File: src/rtl/mips_ctrl_pkg.sv
// Shared opcodes, state encoding and datapath mux-select codes for the multicycle MIPS control FSM.
// The MIPS_CTRL_JAL_EN build option adds the JAL state; the encoding of state 12 is fixed here regardless.
package mips_ctrl_pkg;

    localparam int CTRL_STATE_W = 4;

    localparam logic [5:0] OP_RTYPE = 6'b000000;
    localparam logic [5:0] OP_LW    = 6'b100011;
    localparam logic [5:0] OP_SW    = 6'b101011;
    localparam logic [5:0] OP_BEQ   = 6'b000100;
    localparam logic [5:0] OP_BNE   = 6'b000101;
    localparam logic [5:0] OP_ADDI  = 6'b001000;
    localparam logic [5:0] OP_ANDI  = 6'b001100;
    localparam logic [5:0] OP_ORI   = 6'b001101;
    localparam logic [5:0] OP_J     = 6'b000010;
    localparam logic [5:0] OP_JAL   = 6'b000011;

    typedef enum logic [CTRL_STATE_W-1:0] {
        S_FETCH    = 4'd0,
        S_DECODE   = 4'd1,
        S_MEM_ADDR = 4'd2,
        S_MEM_RD   = 4'd3,
        S_MEM_WB   = 4'd4,
        S_MEM_WR   = 4'd5,
        S_EXEC     = 4'd6,
        S_ALU_WB   = 4'd7,
        S_BRANCH   = 4'd8,
        S_IMM_EXEC = 4'd9,
        S_IMM_WB   = 4'd10,
        S_JUMP     = 4'd11,
        S_JAL      = 4'd12
    } state_t;

    localparam logic [1:0] SRCB_B      = 2'd0;
    localparam logic [1:0] SRCB_FOUR   = 2'd1;
    localparam logic [1:0] SRCB_IMM    = 2'd2;
    localparam logic [1:0] SRCB_IMM_SH = 2'd3;

    localparam logic [1:0] ALUOP_ADD   = 2'd0;
    localparam logic [1:0] ALUOP_SUB   = 2'd1;
    localparam logic [1:0] ALUOP_FUNCT = 2'd2;
    localparam logic [1:0] ALUOP_OPC   = 2'd3;

    localparam logic [1:0] PCSRC_ALU    = 2'd0;
    localparam logic [1:0] PCSRC_ALUOUT = 2'd1;
    localparam logic [1:0] PCSRC_JUMP   = 2'd2;

    localparam logic [1:0] REGDST_RT = 2'd0;
    localparam logic [1:0] REGDST_RD = 2'd1;
    localparam logic [1:0] REGDST_RA = 2'd2;

    localparam logic [1:0] MTR_ALU = 2'd0;
    localparam logic [1:0] MTR_MDR = 2'd1;
    localparam logic [1:0] MTR_PC  = 2'd2;

    // ANDI/ORI take a zero-extended immediate and let ALU control decode the opcode.
    function automatic logic is_logic_imm(input logic [5:0] op);
        return (op == OP_ANDI) || (op == OP_ORI);
    endfunction

endpackage

File: src/rtl/mips_ctrl_next_state.sv
// Combinational next-state logic for the multicycle MIPS control FSM.
// JAL dispatch from DECODE exists only when MIPS_CTRL_JAL_EN is defined.
module mips_ctrl_next_state
    import mips_ctrl_pkg::*;
(
    input  state_t      state,
    input  logic [5:0]  opcode,
    input  logic        mem_ready,
    output state_t      next_state
);

    always_comb begin
        next_state = S_FETCH;
        case (state)
            S_FETCH:    next_state = mem_ready ? S_DECODE : S_FETCH;
            S_DECODE: begin
                case (opcode)
                    OP_LW, OP_SW:              next_state = S_MEM_ADDR;
                    OP_RTYPE:                  next_state = S_EXEC;
                    OP_BEQ, OP_BNE:            next_state = S_BRANCH;
                    OP_ADDI, OP_ANDI, OP_ORI:  next_state = S_IMM_EXEC;
                    OP_J:                      next_state = S_JUMP;
`ifdef MIPS_CTRL_JAL_EN
                    OP_JAL:                    next_state = S_JAL;
`endif
                    default:                   next_state = S_FETCH;
                endcase
            end
            S_MEM_ADDR: next_state = (opcode == OP_LW) ? S_MEM_RD : S_MEM_WR;
            S_MEM_RD:   next_state = mem_ready ? S_MEM_WB : S_MEM_RD;
            S_MEM_WR:   next_state = mem_ready ? S_FETCH : S_MEM_WR;
            S_EXEC:     next_state = S_ALU_WB;
            S_IMM_EXEC: next_state = S_IMM_WB;
            default:    next_state = S_FETCH;
        endcase
    end

endmodule

File: src/rtl/mips_multicycle_ctrl.sv
// Moore-style main control FSM for the multicycle MIPS core: state register plus output decode.
// Define MIPS_CTRL_JAL_EN to add the JAL (state 12) link-and-jump sequence.
module mips_multicycle_ctrl
    import mips_ctrl_pkg::*;
#(
    parameter int STATE_W = 4
) (
    input  logic               clk,
    input  logic               reset,
    input  logic [5:0]         opcode,
    input  logic               zero,
    input  logic               mem_ready,
    output logic               pc_en,
    output logic               i_or_d,
    output logic               mem_read,
    output logic               mem_write,
    output logic               ir_write,
    output logic [1:0]         reg_dst,
    output logic [1:0]         mem_to_reg,
    output logic               reg_write,
    output logic               alu_src_a,
    output logic [1:0]         alu_src_b,
    output logic [1:0]         alu_op,
    output logic [1:0]         pc_src,
    output logic               ext_zero,
    output logic [STATE_W-1:0] state_out
);

    state_t state_q, state_d;

    mips_ctrl_next_state u_next_state (
        .state      (state_q),
        .opcode     (opcode),
        .mem_ready  (mem_ready),
        .next_state (state_d)
    );

    always_ff @(posedge clk) begin
        if (reset) state_q <= S_FETCH;
        else       state_q <= state_d;
    end

    assign state_out = STATE_W'(state_q);

    // Reset forces every output low even before the first edge lands the state in FETCH.
    always_comb begin
        pc_en      = 1'b0;
        i_or_d     = 1'b0;
        mem_read   = 1'b0;
        mem_write  = 1'b0;
        ir_write   = 1'b0;
        reg_dst    = REGDST_RT;
        mem_to_reg = MTR_ALU;
        reg_write  = 1'b0;
        alu_src_a  = 1'b0;
        alu_src_b  = SRCB_B;
        alu_op     = ALUOP_ADD;
        pc_src     = PCSRC_ALU;
        ext_zero   = 1'b0;
        if (!reset) begin
            case (state_q)
                S_FETCH: begin
                    mem_read  = 1'b1;
                    alu_src_b = SRCB_FOUR;
                    ir_write  = mem_ready;
                    pc_en     = mem_ready;
                end
                S_DECODE:   alu_src_b = SRCB_IMM_SH;
                S_MEM_ADDR: begin
                    alu_src_a = 1'b1;
                    alu_src_b = SRCB_IMM;
                end
                S_MEM_RD: begin
                    mem_read = 1'b1;
                    i_or_d   = 1'b1;
                end
                S_MEM_WB: begin
                    reg_write  = 1'b1;
                    mem_to_reg = MTR_MDR;
                end
                S_MEM_WR: begin
                    mem_write = 1'b1;
                    i_or_d    = 1'b1;
                end
                S_EXEC: begin
                    alu_src_a = 1'b1;
                    alu_op    = ALUOP_FUNCT;
                end
                S_ALU_WB: begin
                    reg_write = 1'b1;
                    reg_dst   = REGDST_RD;
                end
                S_BRANCH: begin
                    alu_src_a = 1'b1;
                    alu_op    = ALUOP_SUB;
                    pc_src    = PCSRC_ALUOUT;
                    pc_en     = (opcode == OP_BNE) ? !zero : zero;
                end
                S_IMM_EXEC: begin
                    alu_src_a = 1'b1;
                    alu_src_b = SRCB_IMM;
                    alu_op    = is_logic_imm(opcode) ? ALUOP_OPC : ALUOP_ADD;
                    ext_zero  = is_logic_imm(opcode);
                end
                S_IMM_WB: begin
                    reg_write = 1'b1;
                    ext_zero  = is_logic_imm(opcode);
                end
                S_JUMP: begin
                    pc_en  = 1'b1;
                    pc_src = PCSRC_JUMP;
                end
`ifdef MIPS_CTRL_JAL_EN
                S_JAL: begin
                    pc_en      = 1'b1;
                    pc_src     = PCSRC_JUMP;
                    reg_write  = 1'b1;
                    reg_dst    = REGDST_RA;
                    mem_to_reg = MTR_PC;
                end
`endif
                default: ;
            endcase
        end
    end

endmodule
File: config.mk
export PLATFORM = sky130hd
export DESIGN_NAME = mips_multicycle_ctrl
export DESIGN_NICKNAME = d
export VERILOG_FILES = /design/src/rtl/mips_ctrl_pkg.sv /design/src/rtl/mips_ctrl_next_state.sv /design/src/rtl/mips_multicycle_ctrl.sv
export SDC_FILE = /design/constraint.sdc
export NUM_CORES = 1
export LEC_CHECK = 0
export CAP_MARGIN = 20
export CORE_ASPECT_RATIO = 1.25
export CORE_UTILIZATION = 35
export DETAILED_ROUTE_END_ITERATION = 6
export PLACE_DENSITY_LB_ADDON = 0.3
export SETUP_SLACK_MARGIN = 0.4
export SYNTH_ARGS = -nofsm -noshare
export SYNTH_HDL_FRONTEND = slang
export SYNTH_HIERARCHICAL = 1
export SYNTH_SLANG_ARGS = --single-unit
File: constraint.sdc
create_clock -name clk -period 3.3 [get_ports clk]
set_input_delay 0.99 -clock clk [delete_from_list [all_inputs] [get_ports clk]]
set_output_delay 0.99 -clock clk [all_outputs]
set_load 0.05 [all_outputs]
== After elaboration in Yosys (flattened, before gate mapping) ==
Cells that the tools add are included.

* Register bits after elaboration: 4

* Eq/ne operators: 19
* Muxes and demuxes: 34
* Reduce and logical (&&, ||, !) cells: 13

{| class="wikitable"
|+ Operators by type and width
! operator !! count
|-
| 4-bit one-hot mux with 7 select lines || 1
|-
| 1-bit 2-to-1 mux || 21
|-
| 4-bit one-hot mux with 5 select lines || 1
|-
| 6-bit by 4-bit == test with 1-bit output (second input constant) || 3
|-
| 4-bit by 3-bit == test with 1-bit output (second input constant) || 4
|-
| 4-bit == test (second input constant) || 4
|-
| 6-bit by 3-bit == test with 1-bit output (second input constant) || 2
|-
| 6-bit == test (second input constant) || 2
|-
| 2-bit one-hot mux with 3 select lines || 2
|-
| 2-bit OR reduction || 6
|-
| 3-bit 2-to-1 mux || 3
|-
| 4-bit by 2-bit == test with 1-bit output (second input constant) || 2
|-
| 2-bit 2-to-1 mux || 4
|-
| 6-bit by 2-bit == test with 1-bit output (second input constant) || 1
|-
| 6-bit logical NOT || 1
|-
| 3-bit OR reduction || 2
|-
| 4-bit by 1-bit == test with 1-bit output (second input constant) || 1
|-
| 4-bit logical NOT || 1
|-
| 2-bit one-hot mux with 2 select lines || 1
|-
| 4-bit OR reduction || 1
|-
| 1-bit one-hot mux with 3 select lines || 1
|-
| 1-bit logical NOT || 1
|-
| 1-bit logical OR || 1
|}

== Longest topological paths before layout ==
Gate-level depths: netlist of the first run.

* Depth in word-level cells: 5
* Gate-level depth with buffers: 6

== Hierarchy ==
Netlist of the first run, hierarchy kept.

{| class="wikitable"
|+ Modules (own cells, without submodules)
! module !! times used !! cells an instance !! area each (µm²) !! seq. area each (µm²)
|-
| mips_multicycle_ctrl || 1 || 62 || 469.2 || 80.1
|-
| mips_ctrl_next_state || 1 || 38 || 254.0 || 0.0
|}

== Least setup slack after synthesis of the first run ==
OpenSTA, ideal clock, no wires.

* Kind: reg2out
* Start point: register state_q[0] (netlist: state_out[0])
* End point: output port i_or_d
* Data arrival time: 2.893 ns
* Data required time: 2.310 ns
* Path slack: -0.583 ns
* Cell stages (with the launch flop): 4
* Buffers on the path: 2
* Path through: dfxtp_1 > clkbuf_1 > buf_2 > nor4b_1

* Word-level cells in the longest chain between the ends: 4
* Elaborated cells between the ends (all ways): 5
* Those cells by class: eq/ne: 2; mux: 2; reduce/logical: 1

{| class="wikitable"
|+ RTL lines
! what !! RTL line !! RTL
|-
| from (decl) || mips_multicycle_ctrl.sv:29 || <nowiki>state_t state_q, state_d;</nowiki>
|-
| from (signal assigned) || mips_multicycle_ctrl.sv:40 || <nowiki>else state_q <= state_d;</nowiki>
|-
| 4-bit by 2-bit == test with 1-bit output or 4-bit by 3-bit == test with 1-bit output (tied branches) || mips_multicycle_ctrl.sv:61 || <nowiki>case (state_q)</nowiki>
|-
| 2-bit OR reduction (no line) * || n/a ||
|-
| 1-bit 2-to-1 mux * || mips_multicycle_ctrl.sv:61 ||
|-
| 1-bit 2-to-1 mux * || mips_multicycle_ctrl.sv:60 || <nowiki>if (!reset) begin</nowiki>
|-
| to (decl) || mips_multicycle_ctrl.sv:14 || <nowiki>output logic i_or_d,</nowiki>
|}

Mark *: on every way between the ends. The rest lies on a longest branch, timed or not.

== Worst setup path after layout of the first run ==
* Start point: input port reset
* End point: output port pc_en

* Word-level cells in the longest chain between the ends: 1

{| class="wikitable"
|+ RTL lines
! what !! RTL line !! RTL
|-
| from (decl) || mips_multicycle_ctrl.sv:9 || <nowiki>input logic reset,</nowiki>
|-
| 1-bit 2-to-1 mux || mips_multicycle_ctrl.sv:60 ||
|-
| to (decl) || mips_multicycle_ctrl.sv:13 || <nowiki>output logic pc_en,</nowiki>
|}

Every way passes these cells.

==> flow_metrics.tcl, run 1 <==
set metrics [dict create \
    min_period_over_period_pct 95.9 \
    yosysMostFrequentCell "nor2_1" \
    netlist_instances 100 \
    synth_top_area_share_pct 11.1 \
    synth_area_leader_cell "dfxtp_1" \
    cts_buffers 3 \
    placementRows 18 \
    grt_use_total_pct 18.6 \
    hp-class "reg -> reg" \
    fin_nets 152 \
    grt_pass1_vias 746 \
    htree_levels 1 \
    dr.pass1.iters 4 \
    synth-xor-area-share_pct 2.42 \
    cts_tree "built" \
    max_freq_ghz 0.316 \
    status "finished, final reports clean" \
    root_buffer "clkbuf_4" \
    insertion_delay_ns 0.24 \
    drt_iter0_drc 11 \
    synth_edf_count 0 \
    cp_data_arrival_time_ns 2.17 \
    synth-simple-area-share_pct 54.0 \
    p_leak_nw 0.560 \
    antenna_cells 0 \
    holdWs_ns 0.763 \
    holdCritStartpoint "state_out[3]$_SDFF_PP0_" \
    reg2reg_depth 5 \
    synthMuxAreaShare_pct 1.38 \
    viasPerCell 5.59 \
    ctsHoldBuffers 0 \
    rsz0062_at_grt "true" \
    synth_top_family_by_area "simple AND/OR/NAND/NOR gates" \
    synth_compound_area_share_pct 21.8 \
    pwr_density_cell_mw_per_mm2 162 \
    initial_core_util_pct 36.9 \
    r2r_slack_ns 1.26 \
    synth_seq_cells 4 \
    r2r_end "state_out[2]$_SDFF_PP0_" \
    hold_path_depth 3 \
    crit_fanout 3 \
    finalHoldViolCount 0 \
    netlist_top_cells_count "12 x nor2_1, 9 x a21oi_1, 6 x nor2b_1" \
    dieArea_sq_mm 0.00225 \
    drive_above_1_share_pct 48.6 \
    ys_warn_count 6 \
    tns_ns 0 \
    overflow 0 \
    largest_reg_flops 4 \
    grt_pass1_wl_microns 3280 \
    worstMarginPinSlew_ns 0.789 \
    setup.worst_path.start "reset" \
    routed_wl_microns 2000 \
    io_pins 32 \
    yosys-top-cells-area "dfxtp_1 11%, a21oi_1 6.2%, nor2_1 6.2%" \
    slew_headroom_pct 47.3 \
    cts.sinks 4 \
    finalMaxSlewViolations 0 \
    drv_cap 0 \
    clk_path_buf_depth 2 \
    synthAdderAreaFrac_pct 0 \
    die_y_microns 52.8 \
    cp-start-kind "input pin" \
    ant_nets 0 \
    cp.required_ns 2.31 \
    syn2layout_area_growth_pct 96.4 \
    clkSlewWorstSetupHoldPaths_ns 0.04 \
    antenna_found_initial 0 \
    syn_avg_cell_area_sq_um 7.23 \
    skew_ns 0.00961 \
    ir_worst_vdd_mv 0.202 \
    routedWlPerCell_microns 12.5 \
    crit_path_end_kind "primary output" \
    vias 894 \
    r2r-start "state_out[0]$_SDFF_PP0_" \
    fp.dieW_microns 42.7 \
    ys_seq_area_share_pct 11.1 \
    whs_endpoint "state_out[3]$_SDFF_PP0_" \
    grt_max_degree 26 \
    synth_flop_cell "dfxtp_1" \
    syn_area_sq_um 723 \
    drc_errors 0 \
    hpwl_microns 1440 \
    gp_congestion 0.761 \
    critical_path_class "in -> out" \
    timing.final.crit_period_ns 3.16 \
    num-fill-cells 152 \
    setup-violations-final 0 \
    synth_cell_types 46 \
    power.total_mw 0.230 \
    async_flop_share_pct 0 \
    port_buffers 29 \
    core_sq_mm 0.00196 \
]
[metal layers]
metal	vias to the layer above	track usage, %	part of all wire [%]
met2	31	36.1	56
met3	6	0.345	2.8
met5	-	0	0
li1	445	-	-
met4	0	6.25	1.4
met1	412	21.4	40
[repair_timing]
action                                  CTS  global route
buffers inserted                          2             1
pin swaps                                10             3
endpoints found under the setup margin   18            13
gates cloned                              0             0
resized for setup                        31             5
[cell usage in the layout, fill, tap and decap left out, types with 2 or more instances in the layout]
master / netlist / final
a21oi_1: 9 / 6
nand2b_1: 3 / 3
nor2_1: 12 / 7
nor2b_1: 6 / 5
dfxtp_2: 0 / 2
o21ai_0: 2 / 2
dfxtp_1: 4 / 2
nand3_1: 2 / 2
a21oi_4: 0 / 2
nand3b_1: 4 / 4
and3b_2: 1 / 2
nand4b_1: 2 / 2
buf_12: 0 / 16
conb_1: 1 / 2
clkbuf_4: 0 / 3
nor2_4: 0 / 4
clkdlybuf4s50_1: 0 / 4
nand2_1: 3 / 2
buf_4: 3 / 14
or3b_2: 4 / 4
nor3_4: 0 / 2
nor4bb_1: 2 / 2
buf_2: 3 / 3
inv_1: 4 / 4
dlygate4sd2_1: 0 / 3
buf_6: 0 / 3
a21o_1: 3 / 3
[power breakdown]
| part | internal (mW) | switching [mW] |
|---|---|---|
| Combinational | 0.0519 | 0.0580 |
| Sequential | 0.0499 | 0.00598 |
| Clock | 0.0409 | 0.0229 |
[cell type report]
class                           instances  area (sq um)  share of cell area, %
Sequential cell                         4          82.6                   5.81
Tap cell                               20          25.0                   1.76
Timing Repair Buffer                   45           563                   39.6
Clock buffer                            3          22.5                   1.59
Multi-Input combinational cell         84           712                   50.1
Inverter                                4          15.0                   1.06
[worst max-delay path, stage by stage]
cell,delay [ns]
buf_6,0.09
or4b_4,0.55
a2111oi_4,0.20
nand3b_1,0.19
buf_12,0.15
[cells by family after synthesis]
logic type | count (synthesis)
flip-flops | 4
buffers and inverters | 13
XOR/XNOR | 2
multiplexers | 1
other | 1
AO/OA/AOI/OAI | 22
AND/OR/NAND/NOR | 57
[how the worst max path moves through the flow]
stage          slack [ns]  endpoint  cells after the start
2_1_floorplan        0.14  ir_write                      3
3_3_place_gp        -0.19     pc_en                      5
3_5_place_dp        -0.21     pc_en                      5
4_1_cts              0.05     pc_en                      5
5_1_grt              0.11     pc_en                      5
6_report             0.14     pc_en                      5
[stage by stage]
| step | setup slack, ns | cell area (sq um) | util (%) | instances |
|---|---|---|---|---|
| 2_1_floorplan | 0.140 | 802 | - | 101 |
| 5_1_grt | 0.108 | 1420 | 72.5 | 160 |
| 4_1_cts | 0.0505 | 1400 | 71.4 | 159 |
| 6_report | 0.136 | 1420 | 72.5 | 160 |
| 3_3_place_gp | -0.191 | 1330 | 67.7 | 154 |
| 3_5_place_dp | -0.207 | 1330 | 67.7 | 154 |
Note: power is estimated with default switching activity, not from simulation.
==> run 2, diff against run 1 <==
==> constraint.sdc (replaced) <==
create_clock -name clk -period 3.1 [get_ports clk]
set_input_delay 0.93 -clock clk [delete_from_list [all_inputs] [get_ports clk]]
set_output_delay 0.93 -clock clk [all_outputs]
set_load 0.05 [all_outputs]
==> flow_metrics.tcl, run 2 (synthesis gave the netlist of run 1 again) <==
set metrics [dict create \
    status "finished, final reports clean" \
    timing.final.crit_period_ns 3.04 \
    tns_ns 0 \
    drv_cap 0 \
    ir_worst_vdd_mv 0.240 \
    cp_cell_sequence "buf_6 -> or4b_4 -> buf_6 -> buf_6 -> a21oi_4 -> buf_12" \
    placementRows 18 \
    crit_fanout 3 \
    layout_common_cells "16 x buf_12, 16 x buf_4, 13 x buf_6" \
    critical_path_depth 6 \
    crit_slowest_cell "or4b_4" \
    worst_path_most_repeated_cell "buf_6" \
    slew_headroom_pct 63.3 \
    htree_levels 1 \
    r2r_end "state_out[1]$_SDFF_PP0_" \
    cp_data_arrival_time_ns 2.11 \
    gp_congestion 0.747 \
    hpwl_microns 1540 \
    drt_iter0_drc 5 \
    ctsHoldBuffers 0 \
    insertion_delay_ns 0.23 \
    fin_ws_ns 0.0610 \
    skew_ns 0.00580 \
    antenna_found_initial 0 \
    grt_use_total_pct 21.8 \
    largest_reg_flops 4 \
    port_buffers 29 \
    core_sq_mm 0.00196 \
    post-place-ws_ns -0.299 \
    reg2reg_depth 6 \
    finalHoldViolCount 0 \
    die_y_microns 52.8 \
    holdWs_ns 0.739 \
    multi_input_area_sq_um 782 \
    routed_wl_microns 2610 \
    cts_tree "built" \
    drc_errors 0 \
    viasPerCell 5.53 \
    hold_path_depth 3 \
    max_stage_delay_ns 0.55 \
    r2r-start "state_out[2]$_SDFF_PP0_" \
    clk_path_buf_depth 2 \
    cts.sinks 4 \
    antenna_cells 0 \
    r2r_slack_ns 1.27 \
    max_freq_ghz 0.329 \
    root_buffer "clkbuf_4" \
    dp_cells 154 \
    grt_pass1_vias 863 \
    dr.pass1.iters 4 \
    worstMarginPinSlew_ns 0.543 \
    num-fill-cells 99 \
    fin_cells 172 \
    critical_path_class "in -> out" \
    cts_buffers 3 \
    crit_path_end_kind "primary output" \
    io_pins 32 \
    ant_nets 0 \
    grt_max_degree 28 \
    vias 951 \
    grt_pass1_wl_microns 3830 \
    cp-start-kind "input pin" \
    fp.dieW_microns 42.7 \
    min_period_over_period_pct 98.0 \
    hp-class "reg -> reg" \
    initial_core_util_pct 36.9 \
    pwr_density_cell_mw_per_mm2 160 \
    rsz0062_at_grt "true" \
    path_buf_inv 4 \
    syn2layout_area_growth_pct 126 \
    cp.required_ns 2.17 \
    setup-violations-final 0 \
    finalMaxSlewViolations 0 \
    p_leak_nw 0.641 \
    drive_above_1_share_pct 57.9 \
    fin_nets 164 \
    seqCellArea_sq_um 85.1 \
    whs_endpoint "state_out[0]$_SDFF_PP0_" \
    overflow 0 \
    cp_top_family "simple AND/OR/NAND/NOR gates" \
    routedWlPerCell_microns 15.2 \
    holdCritStartpoint "state_out[3]$_SDFF_PP0_" \
    clkSlewWorstSetupHoldPaths_ns 0.04 \
    dieArea_sq_mm 0.00225 \
]
[run 2: cell types whose count changed in the layout (fill, tap and decap cells not counted), sizes merged]
cell / delta
clkdlybuf4s50: +1
buf: +13
dlygate4sd2: -1
clkdlybuf4s15: -1
[run 2: tightest hold or removal path: cells and delay by family (launching register included)]
kind,cells,cell delay [ns]
AND/OR/NAND/NOR,1,0.12
flip-flops,1,0.35
AO/OA/AOI/OAI,1,0.05
buffers and inverters,1,0.17
[run 2: per-stage QoR]
stage / total power, mW / instance area (sq um) / util [%]
2_1_floorplan: 0.121 / 807 / -
3_3_place_gp: 0.170 / 1330 / 67.9
3_5_place_dp: 0.173 / 1330 / 67.9
4_1_cts: 0.256 / 1580 / 80.7
5_1_grt: 0.273 / 1640 / 83.5
6_report: 0.262 / 1640 / 83.5
[run 2: layout make-up]
cell class | count | share of cell area (%)
multi-input combinational | 84 | 47.8
tap | 20 | 1.53
timing repair buffer | 57 | 43.2
clock buffer | 3 | 1.38
inverter | 4 | 0.917
sequential | 4 | 5.20
[run 2: power by group]
| part | leakage [nW] | total [mW] | internal, mW | switching [mW] |
|---|---|---|---|---|
| sequential | 0.0336 | 0.0614 | 0.0528 | 0.00852 |
| combinational | 0.594 | 0.138 | 0.0696 | 0.0687 |
| clock | 0.0138 | 0.0625 | 0.0432 | 0.0193 |
[run 2: per-layer routing]
metal | global-route usage (%) | up-vias | part of all wire, %
li1 | - | 471 | -
met1 | 24.7 | 446 | 39
met2 | 43.4 | 30 | 57
met3 | 0 | 4 | 1.7
met4 | 6.77 | 0 | 1.5
met5 | 0 | - | 0
[run 2: how the worst max path moves through the flow]
stage           from        end  slack (ns)
4_1_cts        reset      pc_en       -0.03
3_3_place_gp   reset      pc_en       -0.27
5_1_grt        reset      pc_en        0.03
6_report       reset  alu_op[0]        0.06
3_5_place_dp   reset      pc_en       -0.30
2_1_floorplan  reset   ir_write        0.06
[run 2: timing repair]
| item | 4_1_cts | 5_1_grt |
|---|---|---|
| setup endpoints to repair | 16 | 16 |
| gates resized for setup | 56 | 9 |
| hold endpoints to repair | 0 | 0 |
| pin swaps | 15 | 11 |
| setup buffers | 12 | 3 |
